### config.mk
export PLATFORM = sky130hd
export DESIGN_NAME = sme_match_collector
export DESIGN_NICKNAME = d
export VERILOG_FILES = /design/src/rtl/sme_match_collector.sv
export SDC_FILE = /design/constraint.sdc
export NUM_CORES = 1
export LEC_CHECK = 0
export CELL_PAD_IN_SITES_DETAIL_PLACEMENT = 1
export CELL_PAD_IN_SITES_GLOBAL_PLACEMENT = 2
export CORE_ASPECT_RATIO = 1.5
export CORE_MARGIN = 1.5
export CORE_UTILIZATION = 45
export CTS_CLUSTER_SIZE = 30
export DETAILED_ROUTE_END_ITERATION = 6
export DONT_BUFFER_PORTS = 1
export PLACE_DENSITY = 0.84
export SLEW_MARGIN = 20
export SYNTH_ARGS = -nofsm -noshare
export SYNTH_HDL_FRONTEND = slang
export SYNTH_SLANG_ARGS = --single-unit
### constraint.sdc
create_clock -name clk -period 3.2 [get_ports clk]
set_input_delay 0.48 -clock clk [delete_from_list [all_inputs] [get_ports clk]]
set_output_delay 0.48 -clock clk [all_outputs]
set_load 0.1 [all_outputs]
### src/rtl/sme_match_collector.sv
// Collects matcher hits into a FWFT result FIFO with per-pattern saturating counters.
// Latency: an accepted match is visible at the FIFO head the cycle after capture.
// Backpressure: out_valid/out_ready handshake; a push into a full FIFO with no pop is dropped and flagged.
module sme_match_collector #(
  parameter int DEPTH = 16,
  parameter int CNT_W = 12
) (
  input  logic             clk,
  input  logic             reset,
  input  logic [3:0]       pattern_no,
  input  logic [11:0]      match_addr,
  input  logic             valid,
  input  logic             finish,
  output logic             out_valid,
  input  logic             out_ready,
  output logic [3:0]       out_pattern_no,
  output logic [11:0]      out_match_addr,
  input  logic [3:0]       cnt_sel,
  output logic [CNT_W-1:0] cnt_data,
  output logic             overflow,
  output logic             done
);

  localparam int AW = $clog2(DEPTH);

  typedef enum logic [1:0] {IDLE, COLLECT, DRAIN, DONE} state_t;

  state_t            state;
  state_t            state_nxt;
  logic [15:0]       mem [DEPTH];
  logic [AW:0]       wr_ptr;
  logic [AW:0]       rd_ptr;
  logic [CNT_W-1:0]  cnt [16];
  logic              last_vld;
  logic [15:0]       last_pair;
  logic [15:0]       in_pair;
  logic [15:0]       head;
  logic              empty;
  logic              full;
  logic              pop;
  logic              capture;
  logic              dup;
  logic              accept;
  logic              push;
  logic              drop;

  // Extra pointer bit tells a full FIFO apart from an empty one.
  assign empty   = (wr_ptr == rd_ptr);
  assign full    = (wr_ptr[AW] != rd_ptr[AW]) && (wr_ptr[AW-1:0] == rd_ptr[AW-1:0]);
  assign in_pair = {pattern_no, match_addr};
  assign capture = valid && (state == COLLECT);
  assign dup     = last_vld && (in_pair == last_pair);
  assign accept  = capture && !dup;
  // A full FIFO still takes a push when the head leaves in the same cycle.
  assign push    = accept && (!full || pop);
  assign drop    = accept && full && !pop;

  assign out_valid      = !empty && (state != DONE);
  assign pop            = out_valid && out_ready;
  assign head           = mem[rd_ptr[AW-1:0]];
  // Head fields read as zero when nothing is presented (memory is not reset).
  assign out_pattern_no = out_valid ? head[15:12] : 4'd0;
  assign out_match_addr = out_valid ? head[11:0]  : 12'd0;
  assign cnt_data       = cnt[cnt_sel];
  assign done           = (state == DONE);

  // State register.
  always_ff @(posedge clk or negedge reset) begin
    if (!reset) state <= IDLE;
    else        state <= state_nxt;
  end

  // Run sequencing: idle one cycle, collect until finish, drain, then hold.
  always_comb begin
    state_nxt = state;
    case (state)
      IDLE:    state_nxt = COLLECT;
      COLLECT: if (finish) state_nxt = DRAIN;
      DRAIN:   if (empty)  state_nxt = DONE;
      DONE:    state_nxt = DONE;
      default: state_nxt = IDLE;
    endcase
  end

  // FIFO storage; contents are don't-care until written.
  always_ff @(posedge clk) begin
    if (push) mem[wr_ptr[AW-1:0]] <= in_pair;
  end

  // FIFO pointers, wrapping naturally modulo 2*DEPTH.
  always_ff @(posedge clk or negedge reset) begin
    if (!reset) begin
      wr_ptr <= '0;
      rd_ptr <= '0;
    end else begin
      if (push) wr_ptr <= wr_ptr + 1'b1;
      if (pop)  rd_ptr <= rd_ptr + 1'b1;
    end
  end

  // Last accepted pair for back-to-back duplicate suppression.
  always_ff @(posedge clk or negedge reset) begin
    if (!reset) begin
      last_vld  <= 1'b0;
      last_pair <= '0;
    end else if (accept) begin
      last_vld  <= 1'b1;
      last_pair <= in_pair;
    end
  end

  // Sticky drop flag.
  always_ff @(posedge clk or negedge reset) begin
    if (!reset)    overflow <= 1'b0;
    else if (drop) overflow <= 1'b1;
  end

  // Per-pattern match counters, saturating; dropped entries still count.
  always_ff @(posedge clk or negedge reset) begin
    if (!reset) begin
      for (int i = 0; i < 16; i++) cnt[i] <= '0;
    end else if (accept && (cnt[pattern_no] != {CNT_W{1'b1}})) begin
      cnt[pattern_no] <= cnt[pattern_no] + CNT_W'(1);
    end
  end

endmodule
== Word level (Yosys, flattened, before mapping) ==
Memories as Yosys holds them, arrays and structs flattened.
Index checks and enable logic that the tools add are counted.

* Output and inout port bits: 31
* Logic and storage cells: 76
* Bits of input ports: 25
* Bits in writable memories: 256
* Memories kept: 1
* Register bits: 222

* Reduce and logical (&&, ||, !) cells: 18
* Equality and inequality tests: 11
* $lt $le $gt $ge: 3
* Mux-type cells: 16
* Bitwise logic cells: 2
* $add $sub $neg: 3

{| class="wikitable"
|+ Memory list
! memory !! words !! bits a word !! rd ports !! clocked after Yosys merged registers in !! wr ports !! RTL line !! source
|-
| mem || 16 || 16 || 1 || 0 || 1 || 30 || <nowiki>logic [15:0] mem [DEPTH];</nowiki>
|}

{| class="wikitable"
|+ Operator list
! cell !! count
|-
| 192-bit bitwise mux || 1
|-
| 12-bit binary-select mux with 4-bit select || 2
|-
| 12-bit 2-to-1 mux || 6
|-
| 12-bit demux with 4-bit select || 1
|-
| 16-bit equality test || 1
|-
| 12-bit by 1-bit adder with 12-bit output, second input constant || 1
|-
| 12-bit inequality test, second input constant || 1
|-
| 1-bit logical AND || 11
|-
| 5-bit by 1-bit adder with 5-bit output, second input constant || 2
|-
| 5-bit >= comparator, second input constant || 2
|-
| 4-bit inverter with 5-bit output || 2
|-
| 2-bit case mux with 4 select lines || 1
|-
| 2-bit inequality test, second input constant || 3
|-
| 5-bit equality test || 1
|-
| 5-bit by 1-bit < comparator with 1-bit output, second input constant || 1
|-
| 2-bit equality test, second input constant || 2
|-
| 4-bit equality test || 1
|-
| 1-bit zero test || 4
|-
| 2-bit 2-to-1 mux || 2
|-
| 4-bit 2-to-1 mux || 1
|-
| 2-bit by 1-bit equality test with 1-bit output, second input constant || 1
|-
| 2-bit zero test || 1
|-
| 1-bit 2-to-1 mux || 2
|-
| 2-bit AND reduction || 1
|-
| other kinds (2) || 2
|}

== Longest topological paths before layout ==
Gate-level depths: netlist (run 1).

* Depth after elaboration: 8
* Depth in mapped cells: 13

== Worst setup path after synthesis (run 1) ==
Ideal clock, no wire load.

* Kind: input to register
* Start: in pattern_no[1]
* End: mem mem[3][0], enable pin
* Stages on the path: 12
* Setup time: 0.409 ns
* Slack: -0.508 ns
* Arrival time: 3.299 ns
* Required time: 2.791 ns
* Cell sequence: buf_2 > buf_2 > buf_2 > xnor2_1 > nand3_1 > nor4_1 > a31o_2 > buf_2 > nor2b_1 > clkbuf_1 > nand2_1 > nor3_1

* Word-level cells in the longest chain between the ends: 7

{| class="wikitable"
|+ Ends and longest elaborated chain
! what !! RTL line !! source
|-
| start, declared || 10 || <nowiki>input logic [3:0] pattern_no,</nowiki>
|-
| 16-bit equality test || 52 || <nowiki>assign dup = last_vld && (in_pair == last_pair);</nowiki>
|-
| 1-bit logical AND || 52 ||
|-
| 1-bit zero test || 53 || <nowiki>assign accept = capture && !dup;</nowiki>
|-
| 1-bit logical AND || 53 ||
|-
| 1-bit logical AND || 55 || <nowiki>assign push = accept && (!full || pop);</nowiki>
|-
| 1-bit 2-to-1 mux || 87 || <nowiki>if (push) mem[wr_ptr[AW-1:0]] <= in_pair;</nowiki>
|-
| 1-bit 2-to-1 mux (implied by the code) || 87 ||
|-
| end, declared || 30 ||
|}

Every way passes these cells.

== Final worst setup path (run 1) ==
* Start: reg rd_ptr[0]
* End: out out_pattern_no[2]

* Word-level cells in the longest chain between the ends: 4
* Elaborated cells between the ends (all ways): 5
* Those cells by class: eq/ne (1); mux (1); reduce/logical (2); memory (1)

{| class="wikitable"
|+ Ends and longest elaborated chain
! what !! RTL line !! source
|-
| start, declared || 32 || <nowiki>logic [AW:0] rd_ptr;</nowiki>
|-
| start signal, assigned || 97 || <nowiki>if (pop) rd_ptr <= rd_ptr + 1'b1;</nowiki>
|-
| branches (longest 3 deep; another with memory 16 x 16 bit) || n/a ||
|-
| 4-bit 2-to-1 mux * || 62 || <nowiki>assign out_pattern_no = out_valid ? head[15:12] : 4'd0;</nowiki>
|-
| end, declared || 16 || <nowiki>output logic [3:0] out_pattern_no,</nowiki>
|}

Mark *: on every way between the ends.

==> results of run 1 <==
repair_timing:
action	4_1_cts	5_1_grt
gates cloned	6	1
gates resized for setup	36	11
setup buffers	10	1
hold endpoints to repair	464	222
endpoints found under the setup margin	32	62
metal layers:
metal,global-route usage,vias to the layer above,wire (µm)
met5,0,-,0
met4,0.101,0,2430
met3,0.0361,118,2310
met2,0.442,289,31200
met1,0.269,6295,20300
li1,-,4856,-
final cells by class:
type | count | share of cell area
clock inverters | 17 | 0.00707
diodes | 2 | 0.000195
clock buffers | 71 | 0.0529
repair buffers | 158 | 0.0684
well taps | 600 | 0.0293
inverters | 8 | 0.00117
flip-flops and latches | 478 | 0.517
multi-input cells | 578 | 0.324
placed cells by master (no fill, tap or decap), types with 5 or more instances in the layout:
cell type / instances
a22oi_1: 14
and3_4: 16
buf_12: 32
buf_16: 5
buf_4: 101
clkbuf_1: 15
clkbuf_16: 48
clkbuf_8: 9
clkinv_2: 8
dfrtp_1: 220
dlygate4sd3_1: 17
edfxtp_1: 256
ha_1: 6
inv_1: 8
mux2_2: 207
mux4_2: 192
nand2_1: 21
nand2b_1: 10
nand4_1: 8
nor2_4: 10
nor4_4: 17
xnor2_1: 31
stage by stage:
step                std cells  TNS [ps]   util  hold slack, ps
CTS                      1911     -1320  0.539            -418
floorplan                1151    -18130      -             184
global route             1911     -1650  0.539            -423
finish                   1912      -918  0.539            -406
detailed placement       1790     -2570  0.494             195
global placement         1789    -22840  0.494             194
cell families (layout without fill, tap and decap cells):
group           Yosys count  after routing  synth area share
compound gates           21             21           0.00734
flops                   478            478             0.612
buf+inv                  95            254            0.0197
fa+ha+maj                 6              6           0.00347
simple gates            111            111            0.0331
other cells               0              2                 0
mux                     401            401             0.309
xor+xnor                 39             39            0.0158
flip-flops by register name, indices dropped and copies added (netlist names):
register / flops
state: 2
overflow: 1
wr_ptr: 5
rd_ptr: 5
mem: 256
last_vld: 1
last_pair: 16
cnt: 192
where the power goes:
group | internal, µW | leakage (µW) | switching, µW
Sequential | 6590 | 0.00535 | 84.8
Combinational | 1860 | 0.00374 | 1730
Clock | 3130 | 0.000754 | 2430
worst max path at each step:
stage	endpoint	slack [ps]	startpoint	cells past startpoint
6_report	out_pattern_no[2]	-90	rd_ptr[0]	7
5_1_grt	out_pattern_no[2]	-140	rd_ptr[0]	7
4_1_cts	out_match_addr[0]	-130	rd_ptr[0]	7
3_5_place_dp	cnt[106]	-160	pattern_no[3]	12
3_3_place_gp	cnt[143]	-240	pattern_no[3]	13
2_1_floorplan	mem[7][0]	-130	pattern_no[1]	12
==> flow_metrics.tcl, run 1 <==
set metrics [dict create \
    yosysTopAreaCell "edfxtp_1" \
    hold_violations 222 \
    start_util 0.455 \
    syn_nets 1182 \
    die_area_um2 49400 \
    ir_worst_vdd_v 0.000374 \
    worstPathRequired_ps 2720 \
    cpLargestDelayFamily "multiplexers" \
    total_power_uw 15800 \
    design.core.area_um2 47600 \
    min_path_type "input port to async pin" \
    ys_seq_area_frac 0.612 \
    synth.top_cells.by_count "256 x edfxtp_1, 222 x dfrtp_1, 207 x mux2_2" \
    grt_overflow 0 \
    routabilityCongestion 0.780 \
    period_share 1.03 \
    grt_max_degree 223 \
    area.growth.synth_to_final_pct 18.5 \
    p_leak_uw 0.00984 \
    vias 11600 \
    hpwl_um 34600 \
    ys_warn_count 0 \
    max-clock-path-buffers 3 \
    whs_ps -406 \
    async_flop_share 0.464 \
    tritoncts "built" \
    skew_ps 17.0 \
    yosysMostFrequentCell "edfxtp_1" \
    die_h_um 272 \
    period_needed_ps 3290 \
    status "finished with violations" \
    synth-edff-count 256 \
    synth_top_area_share 0.355 \
    pre_cts_ws_ps -162 \
    cts_root_buf "clkbuf_16" \
    drive_gt1_frac 0.514 \
    synth_area_leaders "edfxtp_1 36%, dfrtp_1 26%, mux4_2 20%" \
    io_pins 56 \
    setup_viol 13 \
    cap_violations 0 \
    ys.flop_type "edfxtp_1" \
    drtAntennaViolNets 0 \
    fill_cells 4251 \
    grtUsageTotal 0.237 \
    cp_cell_sequence "buf_12 > buf_12 > buf_16 > mux4_2 > mux4_2 > and3_4 > buf_12" \
    layout_setup_ws_ps -92.4 \
    drc 0 \
    antenna_found_initial 3 \
    placed_area_um2 23500 \
    portBuffers 0 \
    regArea_um2 13200 \
    worst_setup_path_end_kind "primary output" \
    ys_seq_elements 478 \
    rsz0062_at_grt "yes" \
    fin_area_um2 25600 \
    critPathLaunchType "flop" \
    cpMaxStageDelayCell "mux4_2" \
    crit_top_cell "buf_12" \
    cp_data_arrival_time_ps 2810 \
    slowest_delay_ps 510 \
    syn_avg_cell_area_um2 18.8 \
    violations "negative hold slack, negative setup slack" \
    synthCells 1151 \
    maxSlewHeadroom 0.307 \
    slew_viol_final 0 \
    drt-initial-drc-count 667 \
    reg2reg_depth 9 \
    rrSetupSlack_ps 170 \
    vias_per_cell 6.04 \
    r2r-end "mem[5][13]" \
    clock_latency_ps 590 \
    dr.pass1.iters 5 \
    multi_input_area_um2 8320 \
    yosysUniqueCellTypes 38 \
    clkTransAtPathRegs_ps 60 \
    detail_route.wirelength_um 56300 \
    worst_pin_slew_ps 1040 \
    grt_pass1_vias 13000 \
    r2r_start "rd_ptr[0]" \
    die_x_um 182 \
    critical_path.max_fanout 6 \
    timing.fmax_ghz 0.304 \
    wire_per_inst_um 29.4 \
    cts_max_level 2 \
    cts-buffers-inserted 47 \
    critPathBufInv 4 \
    synth_area_um2 21600 \
    cts_sinks 478 \
    rows 98 \
    critical_path_class "flop to primary output" \
    p_per_area_nw_per_um2 617 \
    grt_pass1_wl_um 85800 \
    hold_buffers 17 \
    fin_nets 1302 \
]
No activity file was read; power rests on OpenSTA's default activity.
==> run 2, diff against run 1 <==
--- a/config.mk
+++ b/config.mk
@@ -6,14 +6,14 @@
 export NUM_CORES = 1
 export LEC_CHECK = 0
 export CELL_PAD_IN_SITES_DETAIL_PLACEMENT = 1
-export CELL_PAD_IN_SITES_GLOBAL_PLACEMENT = 2
+export CELL_PAD_IN_SITES_GLOBAL_PLACEMENT = 1
 export CORE_ASPECT_RATIO = 1.5
-export CORE_MARGIN = 1.5
+export CORE_MARGIN = 2
 export CORE_UTILIZATION = 45
 export CTS_CLUSTER_SIZE = 30
 export DETAILED_ROUTE_END_ITERATION = 6
 export DONT_BUFFER_PORTS = 1
-export PLACE_DENSITY = 0.84
+export PLACE_DENSITY = 0.77
 export SLEW_MARGIN = 20
 export SYNTH_ARGS = -nofsm -noshare
 export SYNTH_HDL_FRONTEND = slang
==> run 2 against run 1 <==
Net effect: worst setup slack worse by 120 ps; non-clock buffer count grew 70; combinational power grew 4%; final cell count increased by 3.5%; first-iteration DRC count rose by 25%; the run still ends with negative hold slack, negative setup slack left; hold slack improved by 4.3 ps; cell area is 2.2% higher; clock power fell by 1%.
==> flow_metrics.tcl, run 2 (synthesized netlist as in run 1, its figures left out) <==
set metrics [dict create \
    hpwl_um 35700 \
    rrSetupSlack_ps 100 \
    drt-initial-drc-count 835 \
    skew_ps 23.3 \
    critPathLaunchType "flop" \
    io_pins 56 \
    worst_pin_slew_ps 1020 \
    cap_violations 0 \
    slew_viol_final 0 \
    drc 0 \
    clock_latency_ps 580 \
    cts-buffers-inserted 46 \
    die_area_um2 49900 \
    drtAntennaViolNets 0 \
    fin_nets 1371 \
    period_needed_ps 3410 \
    dr.pass1.iters 5 \
    total_power_uw 15900 \
    layout_setup_ws_ps -208 \
    violations "negative hold slack, negative setup slack" \
    final_common_cell "edfxtp_1" \
    rsz0062_at_grt "yes" \
    critical_path.max_fanout 6 \
    critical_path_class "flop to primary output" \
    regArea_um2 13200 \
    p_leak_uw 0.0102 \
    area.growth.synth_to_final_pct 21.2 \
    cts_root_buf "clkbuf_16" \
    die_x_um 183 \
    rows 98 \
    maxSlewHeadroom 0.323 \
    portBuffers 0 \
    worst_setup_path_end_kind "primary output" \
    antenna_found_initial 1 \
    max-clock-path-buffers 3 \
    worstPathRequired_ps 2720 \
    final_cell_mix "256 x edfxtp_1, 220 x dfrtp_1, 207 x mux2_2" \
    vias 12100 \
    final_util 0.551 \
    design.core.area_um2 47600 \
    cts_sinks 478 \
    status "finished with violations" \
    hold_violations 222 \
    multi_input_area_um2 8320 \
    fill_cells 4207 \
    drive_gt1_frac 0.542 \
    grtUsageTotal 0.247 \
    fin_setup_tns_ps -1860 \
    tritoncts "built" \
    min_path_type "input port to async pin" \
    cts_max_level 2 \
    die_h_um 273 \
    timing.fmax_ghz 0.293 \
    setup_viol 16 \
    cp_data_arrival_time_ps 2930 \
    whs_ps -401 \
    vias_per_cell 6.14 \
    ir_worst_vdd_v 0.000422 \
    start_util 0.455 \
    p_per_area_nw_per_um2 608 \
    detail_route.wirelength_um 59600 \
    grt_max_degree 223 \
    largest_register_ffs 256 \
    clkTransAtPathRegs_ps 60 \
    hold_buffers 18 \
    routabilityCongestion 0.794 \
    grt_pass1_wl_um 90400 \
    period_share 1.06 \
    grt_pass1_vias 13900 \
    grt_overflow 0 \
    wire_per_inst_um 30.2 \
]
-- run 2: what timing repair did --
item,in CTS,in global routing
gates resized for setup,33,7
cloned,7,0
buffers inserted,28,0
pin swaps,7,1
hold endpoints to repair,455,222
endpoints found under the setup margin,84,281
-- run 2: worst max-delay path, stage by stage, from the launching register on --
cell     delay [ps]
dfrtp_4         510
buf_12          150
buf_12          130
buf_8           130
buf_16          140
mux4_2          450
mux4_2          490
and3_4          200
buf_12          160
-- run 2: per-layer routing --
layer / vias to the layer above / share of wire / global-route usage
met5: - / 0 / 0
met2: 362 / 0.55 / 0.458
li1: 4990 / - / -
met1: 6635 / 0.36 / 0.280
met3: 154 / 0.039 / 0.0307
met4: 0 / 0.055 / 0.123
-- run 2: power by group --
group	internal (µW)	total, µW	leakage [µW]	switching, µW
sequential	6590	6720	0.00535	131
clock	3110	5480	0.000747	2380
combinational	1990	3730	0.00414	1750
total	11700	15900	0.0102	4260
-- run 2: final timing paths --
check / startpoint / end / depth (start not counted)
hold reg to reg: last_vld / last_vld / 1
hold / removal: reset / cnt[91] / 0
min in group clk: pattern_no[1] / mem[6][13] / 0
setup / recovery: rd_ptr[0] / out_match_addr[11] / 8
max in group asynchronous: reset / cnt[122] / 0
setup reg to reg: cnt[144] / cnt[90] / 13
-- run 2: final cells by class --
type,count,area share
Inverter,8,0.00115
Sequential cell,478,0.505
Antenna cell,1,0.0000954
Clock inverter,17,0.00620
Timing Repair Buffer,228,0.0897
Tap cell,600,0.0286
Multi-Input combinational cell,578,0.317
Clock buffer,68,0.0517
-- run 2: stage by stage --
step / cell area, µm² / hold slack (ps) / std cells / setup slack [ps]
2_1_floorplan: 21800 / 184 / 1151 / -127
3_3_place_gp: 23900 / 196 / 1841 / -405
3_5_place_dp: 23900 / 194 / 1841 / -475
4_1_cts: 26200 / -418 / 1979 / -176
5_1_grt: 26200 / -414 / 1978 / -240
6_report: 26200 / -401 / 1978 / -208
